===== src/rtl/fc_pkg.sv =====
// Shared constants and types for the Fibre Channel word aligner.
// K28.5 comma codes in line order, plus the alignment FSM state type.
package fc;

    localparam logic [9:0] K28_5_RDN = 10'h0FA;
    localparam logic [9:0] K28_5_RDP = 10'h305;

    typedef enum logic [1:0] {
        StHunt,
        StVerify,
        StLocked
    } align_state_e;

    function automatic logic is_comma(input logic [9:0] sym);
        return (sym == K28_5_RDN) || (sym == K28_5_RDP);
    endfunction

endpackage


===== src/rtl/fc_comma_detect.sv =====
// Combinational K28.5 search over a two-word window.
// Produces a per-offset match vector and the lowest matching offset.
module fc_comma_detect
    import fc::*;
#(
    parameter int unsigned SYMBOLS = 4
) (
    input  logic [20*SYMBOLS-1:0]         window,
    output logic [10*SYMBOLS-1:0]         match,
    output logic                          found,
    output logic [$clog2(10*SYMBOLS)-1:0] first_offset
);

    localparam int unsigned W  = 10 * SYMBOLS;
    localparam int unsigned OW = $clog2(W);

    always_comb begin
        match = '0;
        for (int o = 0; o < int'(W); o++) begin
            match[o] = is_comma(window[o +: 10]);
        end
    end

    // Scan downwards so the lowest matching offset is the one left standing.
    always_comb begin
        found        = |match;
        first_offset = '0;
        for (int o = int'(W) - 1; o >= 0; o--) begin
            if (match[o]) begin
                first_offset = OW'(o);
            end
        end
    end

endmodule


===== src/rtl/fc_word_aligner.sv =====
// Comma-based word aligner: two-word window, barrel shifter and HUNT/VERIFY/LOCKED FSM.
// Window register stage followed by a registered, aligned output stage.
module fc_word_aligner
    import fc::*;
#(
    parameter int unsigned SYMBOLS    = 4,
    parameter int unsigned LOCK_COUNT = 3,
    parameter int unsigned LOSS_COUNT = 4
) (
    input  logic                          clk,
    input  logic                          reset,
    input  logic [10*SYMBOLS-1:0]         in_data,
    input  logic                          in_valid,
    output logic [10*SYMBOLS-1:0]         out_data,
    output logic                          out_valid,
    output logic [SYMBOLS-1:0]            out_comma,
    output logic                          locked,
    output logic [$clog2(10*SYMBOLS)-1:0] offset,
    output logic [15:0]                   realign_count
);

    localparam int unsigned W  = 10 * SYMBOLS;
    localparam int unsigned OW = $clog2(W);

    logic [W-1:0]   cur_q;
    logic [W-1:0]   prev_q;
    logic           s1_valid_q;
    logic [2*W-1:0] window;

    logic [W-1:0]   match;
    logic           found;
    logic [OW-1:0]  first_offset;

    align_state_e   state_q;
    logic [OW-1:0]  offset_q;
    logic [3:0]     good_q;
    logic [3:0]     bad_q;
    logic [15:0]    realign_q;

    logic [W-1:0]       aligned;
    logic [SYMBOLS-1:0] sym_comma;
    logic               at_latched;
    logic [3:0]         good_next;
    logic [3:0]         bad_next;
    logic               enter_lock;
    logic               drop_lock;

    always_ff @(posedge clk or posedge reset) begin
        if (reset) begin
            cur_q      <= '0;
            prev_q     <= '0;
            s1_valid_q <= 1'b0;
        end else begin
            s1_valid_q <= in_valid;
            if (in_valid) begin
                cur_q  <= in_data;
                prev_q <= cur_q;
            end
        end
    end

    assign window = {cur_q, prev_q};

    fc_comma_detect #(
        .SYMBOLS(SYMBOLS)
    ) u_detect (
        .window      (window),
        .match       (match),
        .found       (found),
        .first_offset(first_offset)
    );

    // Shift uses the offset held before this word updates the FSM.
    assign aligned = W'(window >> offset_q);

    always_comb begin
        sym_comma = '0;
        for (int i = 0; i < int'(SYMBOLS); i++) begin
            sym_comma[i] = is_comma(aligned[10*i +: 10]);
        end
    end

    always_comb begin
        at_latched = match[offset_q];
        good_next  = good_q + 4'd1;
        bad_next   = bad_q + 4'd1;
        enter_lock = found && (((state_q == StHunt) && (LOCK_COUNT == 1)) ||
                               ((state_q == StVerify) && at_latched &&
                                (good_next == 4'(LOCK_COUNT))));
        drop_lock  = found && (state_q == StLocked) && !at_latched &&
                     (bad_next == 4'(LOSS_COUNT));
    end

    always_ff @(posedge clk or posedge reset) begin
        if (reset) begin
            state_q   <= StHunt;
            offset_q  <= '0;
            good_q    <= '0;
            bad_q     <= '0;
            realign_q <= '0;
            out_data  <= '0;
            out_valid <= 1'b0;
            out_comma <= '0;
        end else if (s1_valid_q) begin
            out_data  <= aligned;
            out_comma <= sym_comma;
            // The word that drops lock still leaves with out_valid high.
            out_valid <= (state_q == StLocked) || enter_lock;
            if (found) begin
                case (state_q)
                    StHunt: begin
                        offset_q <= first_offset;
                        good_q   <= 4'd1;
                        bad_q    <= '0;
                        state_q  <= (LOCK_COUNT == 1) ? StLocked : StVerify;
                    end
                    StVerify: begin
                        if (at_latched) begin
                            good_q <= good_next;
                            if (enter_lock) begin
                                state_q <= StLocked;
                                bad_q   <= '0;
                            end
                        end else begin
                            offset_q <= first_offset;
                            good_q   <= 4'd1;
                        end
                    end
                    StLocked: begin
                        if (at_latched) begin
                            bad_q <= '0;
                        end else if (drop_lock) begin
                            state_q <= StHunt;
                            bad_q   <= '0;
                            good_q  <= '0;
                            if (realign_q != 16'hFFFF) begin
                                realign_q <= realign_q + 16'd1;
                            end
                        end else begin
                            bad_q <= bad_next;
                        end
                    end
                    default: state_q <= StHunt;
                endcase
            end
        end else begin
            out_valid <= 1'b0;
        end
    end

    assign locked        = (state_q == StLocked);
    assign offset        = offset_q;
    assign realign_count = realign_q;

endmodule

===== config.mk =====
export PLATFORM = sky130hd
export DESIGN_NAME = fc_word_aligner
export DESIGN_NICKNAME = d
export VERILOG_FILES = /design/src/rtl/fc_pkg.sv /design/src/rtl/fc_comma_detect.sv /design/src/rtl/fc_word_aligner.sv
export SDC_FILE = /design/constraint.sdc
export NUM_CORES = 1
export LEC_CHECK = 0
export CAP_MARGIN = 25
export CORE_MARGIN = 1.5
export CORE_UTILIZATION = 65
export CTS_BUF_LIST = sky130_fd_sc_hd__clkbuf_8
export CTS_CLUSTER_SIZE = 16
export DETAILED_ROUTE_END_ITERATION = 10
export HOLD_SLACK_MARGIN = 0.03
export PLACE_DENSITY = 0.87
export SLEW_MARGIN = 20
export SYNTH_ARGS = -nofsm -noshare
export SYNTH_HDL_FRONTEND = slang
export SYNTH_SLANG_ARGS = --single-unit

===== constraint.sdc =====
create_clock -name clk -period 8.1 [get_ports clk]
set_input_delay 0.81 -clock clk [delete_from_list [all_inputs] [get_ports clk]]
set_output_delay 0.81 -clock clk [all_outputs]
set_load 0.05 [all_outputs]

==> impl_results.md, run 1 <==
* Count leader, synth: dfrtp_1
* Worst skew pair latency at 490 ps
* Wire per inst at roughly 27 um
* VDD IR-drop max at ~0.00017 V
* PD cells at between 200 and 300 nW/um^2
* Gate power share at between 50% and 60%
* CORE AREA at 21900 um^2
* Diode count at 0
* Buffers on Ports at 110
* Synth top area cells: dfrtp_1 (27%), mux4_2 (15%), mux2_2 (11%), mux2i_1 (5.4%), nand2_1 (3.2%)
* Layout Nets at between 1500 and 2000
* Initial antenna violation count at 0
* Period utilization at around 63%
* Clock Skews at 27.0 ps
* Share of cells above drive strength 1 at 21.0%
* Fmax at about 200 MHz
* Synthesized Nets at 1533
* Pleak at 5.93 nW
* Number of core rows at 54
* Status: complete, no violations
* Sw frac at between 40% and 50%
* CP max FO at 49
* Ys async rst share at between 90% and 100%
* R2R cell count at 10
* Grt total ovfl at 0
* Bufs and invs on worst path at 1
* Top_reg_cell synth: dfrtp_1
* DRT antenna net count at 0
* Max cap viols at 0
* Largest net degree at the start of global routing at 87
* Final setup viols at 0
* Post-DP HPWL at 32900 um
* HP Start: out_data[2]
* CTS tree: done
* Post-synth cell types at 90
* Worst path cell trace: buf_4 -> nor2_1 -> nand2_1 -> a21oi_1 -> a2111oi_0 -> o2111ai_1 -> a22oi_1 -> nand3_2 -> nor2_1 -> mux2_2
* Share of the synthesized area in the top cell type at ~27%
* EDFF count, synth at 0
* Crit-path most repeated cell: nor2_1
* Clock Root Buffer: clkbuf_8
* Mean Syn Cell Area at about 9.8 um^2
* FF-to-FF End: realign_count[1]
* TritonCTS Buffers at 17
* GPL Wtd Cong at just over 1
* # hold bufs at CTS at 0
* Crit path largest cell delay at approximately 930 ps
* I/O pin cnt at 111
* Total GRT Usage at between 40% and 50%
* Violation count after the first detailed-route iteration at around 2100
* First-pass DRT Iterations at 6
* Vias in the first global route at 12830
* Post-route minimum period at between 5000 and 6000 ps
* Drt via density at ~7.6
* Final hold vios at 0
* Die width at around 150 um
* Chip height at between 150 and 200 um
* Delay-heaviest family, CP: compound AO/OA/AOI/OAI gates
* Final WL at around 47000 um
* Longest Clk Path Bufs at 2
* NetSw at 0.00217 W
* Slowest cell on the critical path: dfrtp_4
* Hold_ws at around 490 ps
* Hold Path Class: reg2reg
* Synth Instances at between 1000 and 1500
* Yosys top cell by area: dfrtp_1
* Clk sinks at 158
* Sequential power share at between 20 and 30%
* Starting Density at 66.4%
* Internal power at about 0.0023 W
* Ys Warns at 0
* Final TNS setup at 0 ps
* CP endpoint kind: register
* Setup CP Type: reg2reg
* Crit path launch type: register
* Synth Cell Area at around 15000 um^2
* Worst-path clk slew at 110 ps
* Worst path arrival time at approximately 5500 ps
* Clock network fraction of total power at 15.3%
* Critical Path RT at 8470 ps
* Postcts setup bufs at 0
* First-pass GRT wire length at approximately 74000 um
* Commonest cells in the netlist: dfrtp_1 (158), mux2_2 (136), nand2_1 (125)
* Via Count at 13473
* Sequential fraction of the synthesis area at 27.2%
* Max-slew violations at 0
* RSZ-0062 raised after global routing: no
* Reg-to-reg slack, setup at around 3000 ps
* Worst-margin pin slew at approximately 1200 ps
* Yosys reg bits at between 150 and 200
* Rel. slew slack at a little over a fifth
* Layout area overhead at 9.21%
* R2r startpoint: offset[0]
* CTS-repair resized insts at 0
* Hold Path Sink: out_data[2]
* H-tree levels at 4
* Hold Path Depth at 2
* Die ar. at 23300 um^2
* Drt drc at 0
## kinds of logic (layout without fill, tap and decap cells)
| logic type | after synthesis | in the layout | synth area share (%) |
|---|---|---|---|
| XOR/XNOR | 16 | 16 | 0.965 |
| AO/OA/AOI/OAI | 241 | 241 | 11.6 |
| multiplexers | 316 | 316 | 31.3 |
| AND/OR/NAND/NOR | 562 | 562 | 22.6 |
| buffers and inverters | 177 | 182 | 5.39 |
| adder cells (fa/ha/maj) | 10 | 10 | 0.861 |
| flip-flops | 158 | 158 | 27.2 |
## worst max-delay path by stage
stage	start	to	slack, ps	depth (start not counted)
after CTS	offset[0]	realign_count[1]	3030	10
final	offset[0]	realign_count[1]	2970	10
after floorplan	reset	bad_q[0]	3030	1
after detailed placement	offset[0]	realign_count[1]	3060	10
after global routing	offset[0]	realign_count[1]	2540	10
after global placement	offset[0]	realign_count[1]	3310	10
## worst reg2reg max path: stages (launching register included)
cell       delay, ps
dfrtp_4          930
buf_4            760
nor2_1           390
nand2_1          250
a21oi_1           60
a2111oi_0        350
o2111ai_1        190
a22oi_1          910
nand3_2          490
nor2_1           320
mux2_2           360
## through the flow
step                      cells  setup WS [ps]  utilization (%)  total power, W  instance area (um^2)
after detailed placement   1733           3060             70.4         0.00374                 15400
after global placement     1733           3310             70.4         0.00368                 15400
final                      1765           2970             72.5         0.00451                 15900
after CTS                  1765           3030             72.5         0.00443                 15900
after floorplan            1480           3030                -         0.00301                 14500
after global routing       1765           2540             72.5         0.00468                 15900
## routing by layer
metal  global-route usage [%]  routed length (um)  up-vias
met5                        0                   0        -
met4                     15.9                2020        0
met3                     11.3                5900      189
met2                     61.0               21300     1046
met1                     55.8               18100     6504
li1                         -                   -     5734
## power groups by stage
stage / registers, W / logic [W] / clock network [W]
after floorplan: 0.00145 / 0.00156 / 0
after global placement: 0.00127 / 0.00240 / 0
after detailed placement: 0.00129 / 0.00244 / 0
after CTS: 0.00128 / 0.00246 / 0.000692
after global routing: 0.00132 / 0.00263 / 0.000732
final: 0.00130 / 0.00252 / 0.000690
## layout make-up
type | instances | area [um^2]
inverter | 29 | 114
multi-input combinational | 1145 | 9790
clock inverter | 15 | 225
sequential | 158 | 3970
fill | 1542 | 6030
clock buffer | 17 | 234
tap | 280 | 350
timing repair buffer | 121 | 1180
## sequential cells by signal, summed over array words and instances (netlist names)
register	count
realign_count	16
state_q	2
prev_q	40
cur_q	40
s1_valid_q	1
bad_q	4
out_comma	4
offset	6
out_valid	1
out_data	40
good_q	4
## placed cells by master (no fill, tap or decap), drive strengths merged, types with 33 or more instances in the layout
cell and n:
clkdlybuf4s50 109, nand4 33, nor4b 34, nand2 125, a21oi 42, nor2 98
mux2 140, o21ai 52, mux2i 79, mux4 97, dfrtp 158, inv 37
(Power assumes the default switching activity.)
==> run 2, diff against run 1 <==
- CORE_UTILIZATION: 65 -> 62
- PLACE_DENSITY: 0.87 -> 0.84
- clock period: 8.1 -> 5.2 ns (I/O delays scaled with it)
==> run 2 against run 1 <==
Compared with the run above: global-route usage shrank 0.38 points; largest cell class unchanged; non-clock buffer count grew 8; worst setup slack lost 2100 ps; first-iteration DRC count grew 6.6%; critical endpoint is now offset[0]; core utilization shrank 2.7 points.
==> impl_results.md, run 2 (synthesis results as in run 1) <==
* Final TNS setup at 0 ps (unchanged)
* Most common cell after layout, fill and taps aside: dfrtp_1
* Starting Density at 63.6% (-2.8 points)
* First-pass GRT wire length at 74100 um (-0.28%)
* Cell Area, Placed at 15500 um^2 (+0.74%)
* CP max FO at 21 (-57%)
* Status: complete, no violations
* Final WL at 48100 um (+1.8%)
* Buffers on Ports at 110 (unchanged)
* Clock Skews at 30.7 ps (+3.71 ps)
* Sequential power share at 29.6% (+0.8 points)
* HP Start: in_valid
* Worst skew pair latency at 510 ps (+20 ps)
* Drt drc at 0 (unchanged)
* Post-route minimum period at 4350 ps (-782 ps)
* Biggest regs: cur_q x40, out_data x40, prev_q x40
* Crit path largest cell delay at 700 ps (-230 ps)
* Grt total ovfl at 0 (unchanged)
* R2r startpoint: prev_q[20]
* TritonCTS Buffers at 17 (unchanged)
* FF-to-FF End: offset[0]
* Initial antenna violation count at 1 (+1)
* R2R cell count at 9 (-1)
* PD cells at 434 nW/um^2 (+53%)
* Die width at 156 um (+2.3%)
* Fill cells at 1770 (+15%)
* Hold_ws at 339 ps (-152 ps)
* Chip height at 156 um (+2.3%)
* GPL Wtd Cong at 1.01 (-0.35%)
* Violation count after the first detailed-route iteration at 2281 (+6.6%)
* Period utilization at 83.6% (+20 points)
* Hold Path Sink: s1_valid_q
* Final setup margin at 855 ps (-2120 ps)
* Clock Root Buffer: clkbuf_8
* NetSw at 0.00344 W (+59%)
* Pleak at 5.95 nW (+0.29%)
* Max-slew violations at 0 (unchanged)
* Crit path launch type: register
* Number of core rows at 55 (+1.9%)
* Crit-path most repeated cell: a2111oi_0
* Setup CP Type: reg2reg
* H-tree levels at 4 (unchanged)
* Fmax at 230 MHz (+18%)
* First-pass DRT Iterations at 6 (unchanged)
* Most frequent cells in the layout: dfrtp_1 (154), mux2_2 (136), nand2_1 (125), clkdlybuf4s50_1 (109), nor2_1 (98)
* Worst-margin pin slew at 1060 ps (-121 ps)
* CTS-repair resized insts at 0 (unchanged)
* Drt via density at 7.47 (-2.1%)
* Post-DP HPWL at 34700 um (+5.4%)
* Rel. slew slack at 29.1% (+8.1 points)
* Clk sinks at 158 (unchanged)
* Total power at 0.00691 W (+53%)
* VDD IR-drop max at 0.000313 V (+87%)
* DRT antenna net count at 0 (unchanged)
* Critical Path RT at 5600 ps (-2870 ps)
* Hold Path Depth at 1 (-1)
* Die ar. at 24400 um^2 (+4.7%)
* Diode count at 0 (unchanged)
* CP endpoint kind: register
* Vias in the first global route at 12507 (-2.5%)
* Wire per inst at 26.6 um (-0.55%)
* I/O pin cnt at 111 (unchanged)
* Largest net degree at the start of global routing at 87 (unchanged)
* Longest Clk Path Bufs at 2 (unchanged)
* Share of cells above drive strength 1 at 21.5% (+0.49 points)
* Final hold vios at 0 (unchanged)
* Max cap viols at 0 (unchanged)
* Layout area overhead at 9.79%
* Worst-path clk slew at 120 ps (about the same)
* Sw frac at 49.8% (+1.7 points)
* Postcts setup bufs at 0 (unchanged)
* Worst path arrival time at 4750 ps (-750 ps)
* Slowest cell on the critical path: a2111oi_0
* Worst path cell trace: or2_2 -> or4_1 -> a2111oi_0 -> a2111oi_0 -> o2111ai_1 -> a22oi_1 -> a31oi_1 -> nand2b_1 -> mux2_1
* Total GRT Usage at 40.1% (-0.38 points)
* CORE AREA at 22800 um^2 (+4.4%)
* Finished layout cell area at 15900 um^2 (+0.54%)
* RSZ-0062 raised after global routing: no
* Via Count at 13495 (+0.16%)
* Layout Nets at 1533 (+0.52%)
* Pre-CTS setup slack at 976 ps (-2090 ps)
* # hold bufs at CTS at 0 (unchanged)
* Clock network fraction of total power at 14.0% (-1.3 points)
* Gate power share at 56.4% (+0.5 points)
* Hold Path Class: in2reg
* Internal power at 0.00347 W (+48%)
* Final setup viols at 0 (unchanged)
* CTS tree: done
* Reg-to-reg slack, setup at 850 ps (-2120 ps)
-- run 2: cell types whose count changed in the layout (fill, tap and decap cells not counted), sizes merged --
cell	before	now
buf	12	20
bufinv	4	0
clkinv	3	8
clkinvlp	0	2
inv	37	34
-- run 2: critical path: cells and delay by family (launching register included) --
kind	cells	cell delay, ps
AOI/OAI and AO/OA	5	1940
and+or+nand+nor	3	1300
DFF	1	640
muxes	1	360
-- run 2: worst max-delay path by stage --
stage | startpoint | end | slack (ps) | cells after the start
floorplan | reset | bad_q[0] | 420 | 1
global placement | prev_q[20] | offset[0] | 950 | 9
detailed placement | offset[0] | realign_count[1] | 980 | 9
CTS | offset[0] | realign_count[15] | 930 | 9
global route | offset[0] | realign_count[15] | 560 | 9
finish | prev_q[20] | offset[0] | 850 | 9
-- run 2: power groups by stage --
stage	clock network (W)	logic (W)	registers [W]
floorplan	0	0.00243	0.00225
global placement	0	0.00374	0.00202
detailed placement	0	0.00380	0.00204
CTS	0.000973	0.00382	0.00201
global route	0.00102	0.00410	0.00208
finish	0.000967	0.00390	0.00205
-- run 2: area by class of cell --
type / instances / area [um^2] / area share, %
Clock buffer: 17 / 234 / 1.47
Inverter: 29 / 114 / 0.714
Multi-Input combinational cell: 1145 / 9790 / 61.4
Tap cell: 313 / 392 / 2.46
Timing Repair Buffer: 129 / 1280 / 8.03
Clock inverter: 15 / 173 / 1.08
Sequential cell: 158 / 3970 / 24.9
-- run 2: per-layer routing --
| layer | wire (um) | track usage, % | up-vias |
|---|---|---|---|
| li1 | - | - | 5746 |
| met1 | 18400 | 55.5 | 6470 |
| met5 | 15 | 0 | - |
| met4 | 2390 | 18.0 | 2 |
| met3 | 6430 | 11.2 | 206 |
| met2 | 20900 | 58.6 | 1071 |
-- run 2: per-stage QoR --
stage	cells	util, %
5_1_grt	1806	69.8
6_report	1806	69.8
3_5_place_dp	1773	67.9
4_1_cts	1805	69.7
3_3_place_gp	1772	67.8
2_1_floorplan	1480	-
==> run 3, diff against run 2 <==
- clock period: 5.2 -> 4.4 ns (I/O delays scaled with it)
==> run 3 against run 2 <==
Compared with the run above: count of clock-buffer cells in the layout unchanged; routed wire length decreased by 1.6%; non-clock buffer count up 27; sequential power increased by 9.8%; sequential share of layout area shrank 0.31 points; combinational power is 25% higher; core utilization rose by 0.88 points; worst hold slack got worse by 47 ps; global-route usage decreased by 0.38 points; critical path type unchanged; clock skew down 10 ps; critical endpoint is now bad_q[0].
==> impl_results.md, run 3 (synthesis results as in run 1) <==
* Drt drc at 0 (unchanged)
* Setup CP Type: reg2reg
* Most frequent cells in the layout: dfrtp_1 (154), mux2_2 (136), nand2_1 (125), clkdlybuf4s50_1 (109), nor2_1 (98)
* Status: complete, no violations
* Rel. slew slack at 28.0% (-1.1 points)
* Post-route minimum period at 4240 ps (-109 ps)
* Most common cell after layout, fill and taps aside: dfrtp_1
* Worst skew pair latency at 490 ps (-20 ps)
* I/O pin cnt at 111 (unchanged)
* Violation count after the first detailed-route iteration at 2344 (+2.8%)
* End of the critical path: bad_q[0]
* Setup crit start: prev_q[12]
* Hold_ws at 292 ps (-47.1 ps)
* Layout Nets at 1560 (+1.8%)
* CTS-repair resized insts at 0 (unchanged)
* Worst-margin pin slew at 1080 ps (+15.1 ps)
* Chip height at 156 um (unchanged)
* Share of cells above drive strength 1 at 22.9% (+1.4 points)
* Worst-path clk slew at 100 ps (-20 ps)
* Crit path launch type: register
* Period utilization at 96.3% (+13 points)
* Layout area overhead at 11.2%
* Die ar. at 24400 um^2 (unchanged)
* DRT antenna net count at 0 (unchanged)
* TritonCTS Buffers at 17 (unchanged)
* Diode count at 0 (unchanged)
* PD cells at 512 nW/um^2 (+18%)
* Final setup viols at 0 (unchanged)
* Largest net degree at the start of global routing at 159 (+83%)
* # hold bufs at CTS at 0 (unchanged)
* Critical Path RT at 4770 ps (-830 ps)
* VDD IR-drop max at 0.000334 V (+6.7%)
* Pleak at 6.07 nW (+2.1%)
* Grt total ovfl at 0 (unchanged)
* Fmax at 236 MHz (+2.6%)
* Clk sinks at 158 (unchanged)
* Drt via density at 7.39 (-1.0%)
* CP max FO at 18 (-14%)
* Clock Skews at 20.2 ps (-10.5 ps)
* First-pass DRT Iterations at 8 (+2)
* R2R cell count at 9 (unchanged)
* Max-slew violations at 0 (unchanged)
* Via Count at 13553 (+0.43%)
* Vias in the first global route at 12761 (+2.0%)
* Hold Path Class: in2reg
* CORE AREA at 22800 um^2 (unchanged)
* Max cap viols at 0 (unchanged)
* Final TNS setup at 0 ps (unchanged)
* Longest Clk Path Bufs at 2 (unchanged)
* Starting Density at 63.6% (unchanged)
* Final WL at 47300 um (-1.6%)
* RSZ-0062 raised after global routing: no
* Final hold vios at 0 (unchanged)
* H-tree levels at 4 (unchanged)
* CP endpoint kind: register
* Inst Count DP at 1800 (+1.5%)
* Post-route non-filler standard cell count at 1833 (+1.5%)
* Initial antenna violation count at 1 (unchanged)
* Fill cells at 1764 (-0.34%)
* Total GRT Usage at 39.7% (-0.38 points)
* Post-DP HPWL at 34600 um (-0.32%)
* Clock Root Buffer: clkbuf_8
* Worst path arrival time at 4600 ps (-150 ps)
* Reg-to-reg slack, setup at 160 ps (-690 ps)
* Die width at 156 um (unchanged)
* CTS tree: done
* Biggest regs: cur_q x40, out_data x40, prev_q x40
* Buffers on Ports at 110 (unchanged)
* Postcts setup bufs at 0 (unchanged)
* GPL Wtd Cong at 1.02 (+0.33%)
* Wire per inst at 25.8 um (-3.0%)
* R2r startpoint: prev_q[12]
* First-pass GRT wire length at 74200 um (+0.12%)
* FF-to-FF End: bad_q[0]
* Number of core rows at 55 (unchanged)
## run 3: per-stage QoR
step | total power, W | utilization [%] | instance area, um^2 | worst slack [ps]
6_report | 0.00827 | 70.7 | 16100 | 164
4_1_cts | 0.00813 | 70.6 | 16100 | 431
5_1_grt | 0.00861 | 70.7 | 16100 | 126
2_1_floorplan | 0.00554 | - | 14500 | 944
3_3_place_gp | 0.00692 | 68.8 | 15700 | 668
3_5_place_dp | 0.00700 | 68.8 | 15700 | 514
## run 3: worst max-delay path: stages, from the launching register on
cell and delay, ps:
dfrtp_1 600, nor4_1 480, nor4b_1 840, o211ai_1 270, o2111a_1 200, o2111ai_1 230, a22oi_1 420, a2111o_1 560
nand2_1 160, mux2_1 350
## run 3: power breakdown
group	internal, W	total (W)	switching [W]
combinational	0.00199	0.00489	0.00290
clock	0.000429	0.00114	0.000709
sequential	0.00175	0.00225	0.000497
total	0.00417	0.00827	0.00410
## run 3: area by class of cell
type,instances,area [um^2],share of cell area [%]
clock inverter,15,166,1.03
clock buffer,17,234,1.45
multi-input combinational,1145,9790,60.6
timing repair buffer,156,1490,9.22
tap,313,392,2.43
sequential,158,3970,24.6
inverter,29,113,0.697
## run 3: per-layer routing
| metal | GRT usage, % | share of wire [%] | vias up |
|---|---|---|---|
| met3 | 8.78 | 12 | 162 |
| met2 | 59.3 | 44 | 1025 |
| met1 | 56.4 | 40 | 6578 |
| met4 | 15.7 | 4.2 | 0 |
| li1 | - | - | 5788 |
| met5 | 0 | 0 | - |
## run 3: worst min path at each step
stage | end | cells past startpoint | slack [ps] | startpoint
5_1_grt | s1_valid_q | 1 | 280 | in_valid
4_1_cts | realign_count[8] | 1 | 500 | realign_count[8]
3_5_place_dp | out_data[0] | 2 | 480 | out_data[0]
3_3_place_gp | out_data[1] | 2 | 460 | out_data[1]
2_1_floorplan | s1_valid_q | 0 | 470 | in_valid
6_report | s1_valid_q | 1 | 290 | in_valid
